`src/rtl/inst_fetch_queue.sv`:
```
// Instruction fetch queue: a DEPTH-entry FIFO of {pc, inst} pairs between fetch and decode.
// Optional same-cycle bypass when the queue is empty is enabled by defining IFQ_BYPASS_EN.
module inst_fetch_queue #(
    parameter int DEPTH = 4
) (
    input  logic                      clk,
    input  logic                      rst_n,
    input  logic                      flush,
    input  logic                      in_valid,
    output logic                      in_ready,
    input  logic [31:0]               in_pc,
    input  logic [31:0]               in_inst,
    output logic                      out_valid,
    input  logic                      out_ready,
    output logic [31:0]               out_pc,
    output logic [31:0]               out_inst,
    output logic [$clog2(DEPTH):0]    count
);

    localparam int          AW   = $clog2(DEPTH);
    localparam logic [AW:0] FULL = (AW + 1)'(DEPTH);
    localparam logic [31:0] NOP  = 32'h0000_0013;

    logic [31:0]   mem_pc   [DEPTH];
    logic [31:0]   mem_inst [DEPTH];
    logic [AW-1:0] rd_ptr;
    logic [AW-1:0] wr_ptr;
    logic [AW:0]   cnt;
    logic          empty;
    logic          bypass;
    logic          push;
    logic          pop;

    assign empty    = (cnt == '0);
    assign in_ready = (cnt != FULL);

`ifdef IFQ_BYPASS_EN
    // Gated by rst_n so outputs stay at their idle values while reset is held.
    assign bypass = rst_n && empty && in_valid && !flush;
`else
    assign bypass = 1'b0;
`endif

    // A bypassed word that decode takes in the same cycle never enters storage.
    assign push = in_valid && in_ready && !flush && !(bypass && out_ready);
    assign pop  = !empty && out_ready && !flush;

    // NOTE: every output gets a default before the if-chain, so no latch is inferred.
    always_comb begin
        out_valid = !empty && !flush;
        out_pc    = 32'h0;
        out_inst  = NOP;
        if (!empty) begin
            out_pc   = mem_pc[rd_ptr];
            out_inst = mem_inst[rd_ptr];
        end else if (bypass) begin
            out_valid = 1'b1;
            out_pc    = in_pc;
            out_inst  = in_inst;
        end
    end

    // NOTE: state registers use non-blocking assignments so all updates see pre-edge values.
    always_ff @(posedge clk or negedge rst_n) begin
        if (!rst_n) begin
            rd_ptr <= '0;
            wr_ptr <= '0;
            cnt    <= '0;
        end else if (flush) begin
            rd_ptr <= '0;
            wr_ptr <= '0;
            cnt    <= '0;
        end else begin
            if (push) wr_ptr <= wr_ptr + 1'b1;
            if (pop)  rd_ptr <= rd_ptr + 1'b1;
            case ({push, pop})
                2'b10:   cnt <= cnt + 1'b1;
                2'b01:   cnt <= cnt - 1'b1;
                default: cnt <= cnt;
            endcase
        end
    end

    // NOTE: storage has no reset; validity is tracked purely by pointers and count.
    always_ff @(posedge clk) begin
        if (push) begin
            mem_pc[wr_ptr]   <= in_pc;
            mem_inst[wr_ptr] <= in_inst;
        end
    end

    assign count = cnt;

endmodule

```
`config.mk`:
```
export PLATFORM = sky130hd
export DESIGN_NAME = inst_fetch_queue
export DESIGN_NICKNAME = d
export VERILOG_FILES = /design/src/rtl/inst_fetch_queue.sv
export SDC_FILE = /design/constraint.sdc
export NUM_CORES = 1
export LEC_CHECK = 0
export ABC_AREA = 0
export BUFFER_PORTS_ARGS = -buffer_cell sky130_fd_sc_hd__buf_2
export CAP_MARGIN = 20
export CORE_MARGIN = 5
export CORE_UTILIZATION = 60
export DETAILED_ROUTE_END_ITERATION = 10
export MAX_ROUTING_LAYER = met4
export PLACE_DENSITY = 0.83
export SLEW_MARGIN = 15
export SYNTH_ARGS = -nofsm -noshare
export SYNTH_HDL_FRONTEND = slang
export SYNTH_SLANG_ARGS = --single-unit
```
`constraint.sdc`:
```
create_clock -name clk -period 7.7 [get_ports clk]
set_input_delay 1.155 -clock clk [delete_from_list [all_inputs] [get_ports clk]]
set_output_delay 1.155 -clock clk [all_outputs]
set_load 0.01 [all_outputs]
```
# [After elaboration in Yosys (flattened, before gate mapping)]
# Memories as Yosys holds them, arrays and structs flattened.
# Index checks and enable logic that the tools add are counted.
[totals] ff_bits=7 mem_bits_rw=256 output_inout_bits=69 mem_count=2
[memory_table] name="mem_inst" depth=4 width=32 read_ports=1 rd_ports_with_merged_regs=0 write_ports=1 line_no="25" text="logic [31:0] mem_inst [DEPTH];"
[memory_table] name="mem_pc" depth=4 width=32 read_ports=1 rd_ports_with_merged_regs=0 write_ports=1 line_no="24" text="logic [31:0] mem_pc [DEPTH];"
[op_classes] addsub=4 n_eq_ne=3 muxes=10 n_reduce_logical=11
[op_table] operator="$mux W32" count=2
[op_table] operator="$mux W2" count=4
[op_table] operator="$pmux W3 S2" count=1
[op_table] operator="$logic_and A1 B1 Y1" count=5
[op_table] operator="$add A2 B1 Y2 const B" count=2
[op_table] operator="$reduce_bool A2 Y1" count=2
[op_table] operator="$add A3 B1 Y3 const B" count=1
[op_table] operator="$logic_not A3 Y1" count=1
[op_table] operator="$mux W3" count=1
[op_table] operator="$ne A3 B3 Y1 const B" count=1
[op_table] operator="$reduce_bool A3 Y1" count=1
[op_table] operator="$sub A3 B1 Y3 const B" count=1
[op_table] operator="$eq A2 B1 Y1 const B" count=1
[op_table] operator="$eq A2 B2 Y1 const B" count=1
[op_table] operator="$logic_not A1 Y1" count=2
[op_table] operator="$mux W1" count=2

# [Depth between registers and ports, before layout]
# Gate-level depths: netlist (run 1).
[depth] depth_word=7 depth_mapped=7 ltp_nobuf=6

# [Worst setup path after synthesis (run 1)]
# No wires, ideal clock.
[synth_path] kind="input to register" start="input flush" end="memory mem_inst[0][0], enable pin" setup_time_ns=0.429 t_arrival_ns=2.991 required_time_ns=7.271 setup_slack_ns=4.280 cell_stages=3 n_path_buf=0 cell_sequence="nand2b_1 -> nor2_1 -> and2_1"
[synth_via] elab_chain_cells=4
[synth_lines] item="start, declared" line_no="8" text="input logic flush,"
[synth_lines] item="$logic_not A1 Y1" line_no="45" text="assign push = in_valid && in_ready && !flush && !(bypass && out_ready);"
[synth_lines] item="$logic_and A1 B1 Y1" line_no="45"
[synth_lines] item="$mux W1" line_no="86" text="if (push) begin"
[synth_lines] item="$mux W1 (not written as such)" line_no="88" text="mem_inst[wr_ptr] <= in_inst;"
[synth_lines] item="end, declared" line_no="25"
# No other way between the ends.

# [Worst setup path in the final report (run 1)]
[layout_path] start="register rd_ptr[0]" end="output out_pc[25]"
[layout_via] elab_chain_cells=2
[layout_lines] item="start, declared" line_no="26" text="logic [AW-1:0] rd_ptr;"
[layout_lines] item="start signal, assigned" line_no="75" text="if (pop) rd_ptr <= rd_ptr + 1'b1;"
[layout_lines] item="$mem_v2 Z4 W32"
[layout_lines] item="$mux W32" line_no="53" text="if (!empty) begin"
[layout_lines] item="end, declared" line_no="15" text="output logic [31:0] out_pc,"
# No other way between the ends.

==> flow_summary_export.csv, run 1 <==
group,metric,value,unit
sta,final.min_clock_period,4.13,ns
routing,drt_drc_violations_left,0,
synth,synth_nets,548,
power,power.static_leakage,4.05,nW
cells_and_area,fill_cells,973,
place,post-place-ws,4.00,ns
place,globalplace.congestion,0.753,
cells_and_area,nets,687,
clock_tree,worst_skew_pair.late_latency,0.50,ns
sta,min_period_over_period,53.6,%
sta,postLayoutSetupSlackWorst,3.57,ns
cells_and_area,final_cell_area,11800,sq um
setup_path,critical-path-max-stage-delay,0.82,ns
setup_path,reg_to_reg_startpoint,"count[0]",
clock_tree,clkTransAtPathRegs,0.06,ns
clock_tree,holdBufCountCts,0,
routing,vias,4909,
floorplanning,initial_core_util,61.6,%
sta,grt_setup_unrepaired,"no",
place,dp.final_hpwl,11300,um
clock_tree,num_cts_buffers,25,
synth,dominantRegCellSynth,"sky130_fd_sc_hd__edfxtp_1",
routing,routedWlPerCell,22.3,um
cells_and_area,layout.cells.most_common,"sky130_fd_sc_hd__edfxtp_1",
setup_path,cp.arrival,2.98,ns
global_routing,vias_in_the_first_global_route,5242,
cells_and_area,area.growth.synth_to_final,15.4,%
synth,synth_warnings,0,
routing,detail_route.first_pass.iterations,5,
sta,skew,0.0123,ns
sta,drv_slew,0,
setup_path,crit_start,"rd_ptr[0]",
global_routing,largest_net_degree_at_the_start_of_global_routing,65,
place,place.port_buffers,137,
sta,final_hold_viol_count,0,
clock_tree,clkSinkCount,263,
sta,achievable-frequency,0.242,GHz
synth,sequential_area_share_after_synthesis,76.7,%
floorplanning,boundaryPins,138,
power,max-vdd-ir-drop,0.229,mV
clock_tree,tritoncts,"built",
setup_path,cp_slowest_cell,"sky130_fd_sc_hd__dfrtp_4",
clock_tree,cts_buffer_depth,3,
setup_path,setup.worst_path.start_class,"register",
power,power-per-cell-area,297,nW/um^2
floorplanning,dieHeight,141,um
synth,ys_types,36,
routing,postRouteAntennaNets,0,
worst_hold_path,holdCritPathClass,"in2async",
global_routing,gr-total-overflow,0,
setup_path,worstSetupPathType,"reg2out",
synth,count_of_flip_flops_with_a_built_in_enable_after_synthesis,256,
cells_and_area,drive_gt1_share,38.7,%
global_routing,initial_antenna_violation_count,2,
place,placement.cell_area,11100,sq um
setup_path,cp.required,6.55,ns
status,status,"finished, final reports clean",
routing,drt_first_iter_violations,342,
flow_run,number_of_max_cap_violations,0,
floorplanning,fp.coreArea,16600,sq um
synth,syn-cell-area,10200,sq um
sta,worst_slew_pin_slew,1.03,ns
global_routing,gr-usage-all-layers,20.0,%
cells_and_area,layout_common_cells,"sky130_fd_sc_hd__edfxtp_1 (256), sky130_fd_sc_hd__buf_2 (137), sky130_fd_sc_hd__mux4_2 (64)",
sta,maxSlewHeadroom,31.6,%
setup_path,path_cells,"buf_4 > mux4_2 > and2_1 > buf_2",
clock_tree,clock_tree.root_cell,"sky130_fd_sc_hd__clkbuf_16",
floorplanning,die_area,19800,sq um
synth,async_flop_share,2.66,%
clock_tree,level_count_of_the_clock_h_tree,1,
synth,synthesized_netlist_cell_count,474,
sta,setup-tns-final,0,ns
sta,finalSetupViolations,0,
routing,avgViaCountPerCell,5.76,
floorplanning,die-width,141,um
synth,synth_seq_cells,263,
setup_path,worst-path-max-fanout,36,
routing,drt-total-wl,19000,um
setup_path,timing.critical_path.to_type,"output port",
global_routing,global_route_wire_length_before_repair,30000,um
clock_tree,postCtsSetupRepairBufs,0,
clock_tree,cts_resized,0,
synth,synthesis.area_per_instance,21.6,sq um
floorplanning,placement_rows,47,
[where the power goes]
group | internal, mW | total, mW | leakage, nW | switching, mW
sequential | 1.63 | 1.70 | 2.41 | 0.0635
clock | 0.626 | 1.11 | 0.361 | 0.479
combinational | 0.348 | 0.709 | 1.28 | 0.361
[cell families (layout without fill, tap and decap cells)]
logic type	after synthesis	after routing	share of synthesized area, %
buffers and inverters	32	188	1.75
DFF	263	263	76.7
adders and majority gates	5	5	0.684
xor gates and xnor gates	3	3	0.257
AOI/OAI and AO/OA	18	18	1.26
other	0	2	0
and+or+nand+nor	88	88	5.14
muxes	65	65	14.2
[per-layer routing]
metal | vias to the layer above | global-route usage [%] | wire length [um]
met5 | - | - | 0
met3 | 34 | 3.59 | 1030
met2 | 142 | 32.1 | 9760
met4 | 0 | 4.39 | 349
li1 | 2197 | - | -
met1 | 2536 | 27.5 | 7870
[sequential cells by signal, summed over array words and instances (netlist names)]
register,flops
rd_ptr,2
mem_pc,128
count,3
wr_ptr,2
mem_inst,128
[critical path: cells and delay by family (launching register included)]
family / cells / cell delay, ns
simple gates: 1 / 0.17
buf+inv: 2 / 0.82
mux: 1 / 0.61
flops: 1 / 0.82
[stage by stage]
stage | util, % | std cells | power, mW | hold WS (ns)
after floorplan | - | 474 | 2.20 | 0.557
after global placement | 66.6 | 806 | 2.44 | 0.571
after detailed placement | 66.6 | 806 | 2.45 | 0.596
after CTS | 71.0 | 850 | 3.55 | 0.463
after global routing | 71.0 | 852 | 3.67 | 0.470
final | 71.0 | 852 | 3.51 | 0.477
[layout make-up]
class | count | area (sq um) | area share [%]
multi-input combinational | 179 | 2210 | 18.7
antenna | 2 | 5.00 | 0.0424
timing repair buffer | 139 | 701 | 5.93
tap | 220 | 275 | 2.33
clock inverter | 7 | 35.0 | 0.296
sequential | 263 | 7870 | 66.6
clock buffer | 37 | 701 | 5.93
inverter | 5 | 18.8 | 0.159
[path summary, 6_finish.rpt]
check	end	slack, ns	depth (start not counted)
setup / recovery	out_pc[25]	3.57	4
hold / removal	count[2]	0.48	1
setup reg to reg	mem_pc[2][8]	5.35	3
hold reg to reg	wr_ptr[1]	0.61	2
max in group asynchronous	rd_ptr[0]	7.04	1
min in group clk	wr_ptr[1]	0.61	2
[cell usage after synthesis (3+ instances only)]
master,instances,area [sq um]
sky130_fd_sc_hd__ha_1,4,50.1
sky130_fd_sc_hd__inv_1,5,18.8
sky130_fd_sc_hd__or2_1,3,18.8
sky130_fd_sc_hd__and2_1,65,407
sky130_fd_sc_hd__nor2_1,7,26.3
sky130_fd_sc_hd__clkbuf_1,9,33.8
sky130_fd_sc_hd__mux4_2,64,1440
sky130_fd_sc_hd__dfrtp_1,7,175
sky130_fd_sc_hd__nand2b_1,3,18.8
sky130_fd_sc_hd__a21oi_1,3,15.0
sky130_fd_sc_hd__buf_6,5,56.3
sky130_fd_sc_hd__o21ai_0,3,15.0
sky130_fd_sc_hd__edfxtp_1,256,7690
sky130_fd_sc_hd__buf_2,11,55.1
sky130_fd_sc_hd__xor2_1,3,26.3
No activity file was read; power rests on OpenSTA's default activity.
==> run 2, diff against run 1 <==
Settings changed: CORE_UTILIZATION 60 to 57, PLACE_DENSITY 0.83 to 0.79.
Clock period 7.7 ns to 4 ns, I/O delays scaled along.
==> flow_summary_export.csv, run 2 (synthesis results as in run 1) <==
group,metric,value,unit
sta,finalSetupViolations,0,
setup_path,timing.critical_path.to,"out_inst[14]",
power,max-vdd-ir-drop,0.641,mV
worst_hold_path,holdCritPathClass,"in2reg",
clock_tree,clkSinkCount,263,
setup_path,worstSetupPathType,"reg2out",
routing,postRouteAntennaNets,0,
global_routing,gr-total-overflow,0,
cells_and_area,layout.cells.most_common,"sky130_fd_sc_hd__edfxtp_1",
setup_path,cp_num_cells,4,
clock_tree,cts_resized,0,
setup_path,reg_to_reg_startpoint,"count[0]",
routing,drt_first_iter_violations,346,
setup_path,r2r_setup_slack,1.60,ns
clock_tree,level_count_of_the_clock_h_tree,1,
place,place.port_buffers,137,
setup_path,worst-r2r-cell-count,3,
setup_path,critical_path.n_buffers_inverters,2,
global_routing,initial_antenna_violation_count,1,
cells_and_area,layout_common_cells,"sky130_fd_sc_hd__edfxtp_1 (256), sky130_fd_sc_hd__buf_2 (137), sky130_fd_sc_hd__mux4_2 (64)",
sta,worst_slew_pin_slew,0.997,ns
cells_and_area,area.growth.synth_to_final,16.1,%
status,status,"finished, final reports clean",
clock_tree,clkTransAtPathRegs,0.06,ns
sta,setup-tns-final,0,ns
setup_path,cp.required,3.40,ns
global_routing,global_route_wire_length_before_repair,29800,um
place,placement.cell_area,11100,sq um
routing,drt_drc_violations_left,0,
setup_path,critical-path-top-delay-family,"flip-flops",
cells_and_area,fill_cells,1144,
setup_path,timing.critical_path.to_type,"output port",
floorplanning,initial_core_util,57.4,%
sta,drv_slew,0,
routing,detail_route.first_pass.iterations,4,
floorplanning,boundaryPins,138,
routing,vias,4914,
floorplanning,die-width,144,um
floorplanning,dieHeight,144,um
sta,skew,0.0110,ns
sta,min_period_over_period,79.6,%
floorplanning,placement_rows,49,
setup_path,cp_slowest_cell,"sky130_fd_sc_hd__dfrtp_4",
power,power.static_leakage,4.08,nW
clock_tree,num_cts_buffers,26,
setup_path,path_cells,"buf_4 > mux4_2 > and2_1 > buf_2",
clock_tree,postCtsSetupRepairBufs,0,
floorplanning,fp.coreArea,17800,sq um
floorplanning,die_area,20800,sq um
global_routing,largest_net_degree_at_the_start_of_global_routing,66,
setup_path,critical-path-max-stage-delay,0.85,ns
sta,grt_setup_unrepaired,"no",
sta,final.min_clock_period,3.19,ns
routing,avgViaCountPerCell,5.68,
cells_and_area,instances_no_fill,865,
power,design_power_total,6.84,mW
clock_tree,worst_skew_pair.late_latency,0.51,ns
cells_and_area,drive_gt1_share,38.6,%
clock_tree,cts_buffer_depth,3,
setup_path,crit_start,"rd_ptr[0]",
place,placed_cells_incl_taps,815,
setup_path,worst-path-max-fanout,32,
setup_path,setup.worst_path.start_class,"register",
flow_run,number_of_max_cap_violations,0,
cells_and_area,nets,690,
sta,final_hold_viol_count,0,
setup_path,cp.arrival,2.59,ns
clock_tree,tritoncts,"built",
sta,achievable-frequency,0.314,GHz
power,power-per-cell-area,575,nW/um^2
global_routing,vias_in_the_first_global_route,5413,
setup_path,critical_path.reg2reg.endpoint,"mem_pc[1][12]",
routing,drt-total-wl,19000,um
global_routing,gr-usage-all-layers,19.4,%
sta,maxSlewHeadroom,33.5,%
routing,routedWlPerCell,22.0,um
place,globalplace.congestion,0.823,
clock_tree,clock_tree.root_cell,"sky130_fd_sc_hd__clkbuf_16",
place,dp.final_hpwl,10800,um
cells_and_area,final_cell_area,11900,sq um
[run 2: cell types whose count changed in the layout (fill, tap and decap cells not counted), sizes merged]
cell	change
dlygate4sd3	+1
clkinv	+5
buf	+1
clkbuf	-3
[run 2: power by group]
part	switching (mW)	internal, mW
combinational	0.687	0.704
sequential	0.144	3.15
clock	0.935	1.22
total	1.77	5.08
[run 2: routing by layer]
metal	part of all wire [%]	routed length, um	global-route usage, %
met1	40	7580	25.4
met4	0.92	174	4.01
met3	7.7	1460	4.07
met2	51	9780	32.0
met5	0	0	-
[run 2: area by class of cell]
class / instances / area (sq um) / area share [%]
Clock buffer: 34 / 702 / 5.90
Sequential cell: 263 / 7870 / 66.2
Clock inverter: 12 / 51.3 / 0.431
Multi-Input combinational cell: 179 / 2210 / 18.6
Inverter: 5 / 18.8 / 0.158
Antenna cell: 2 / 5.00 / 0.0421
Tap cell: 229 / 287 / 2.41
Timing Repair Buffer: 141 / 743 / 6.25
[run 2: per-stage QoR]
stage / hold slack [ns] / setup WS [ns] / utilization, %
floorplan: 0.304 / 1.13 / -
global placement: 0.437 / 1.29 / 62.2
detailed placement: 0.450 / 1.29 / 62.2
CTS: 0.273 / 0.732 / 66.5
global route: 0.276 / 0.609 / 66.6
finish: 0.296 / 0.815 / 66.7
[run 2: timing repair]
action | 4_1_cts | 5_1_grt
setup endpoints to repair | 0 | 0
hold buffers | 1 | 0
hold endpoints to repair | 7 | 0
[run 2: worst min path at each step]
| stage | start | to | slack (ns) | cells after the start |
|---|---|---|---|---|
| final | in_inst[10] | mem_inst[2][10] | 0.30 | 1 |
| after global routing | in_pc[21] | mem_pc[2][21] | 0.28 | 1 |
| after CTS | in_inst[10] | mem_inst[2][10] | 0.27 | 1 |
| after detailed placement | rst_n | count[0] | 0.45 | 1 |
| after global placement | rst_n | count[0] | 0.44 | 1 |
| after floorplan | rst_n | count[0] | 0.30 | 0 |
[run 2: worst reg2reg max path: cells and delay by family, from the launching register on]
family           cells  cell delay [ns]
and+or+nand+nor      3             1.32
DFF                  1             0.63
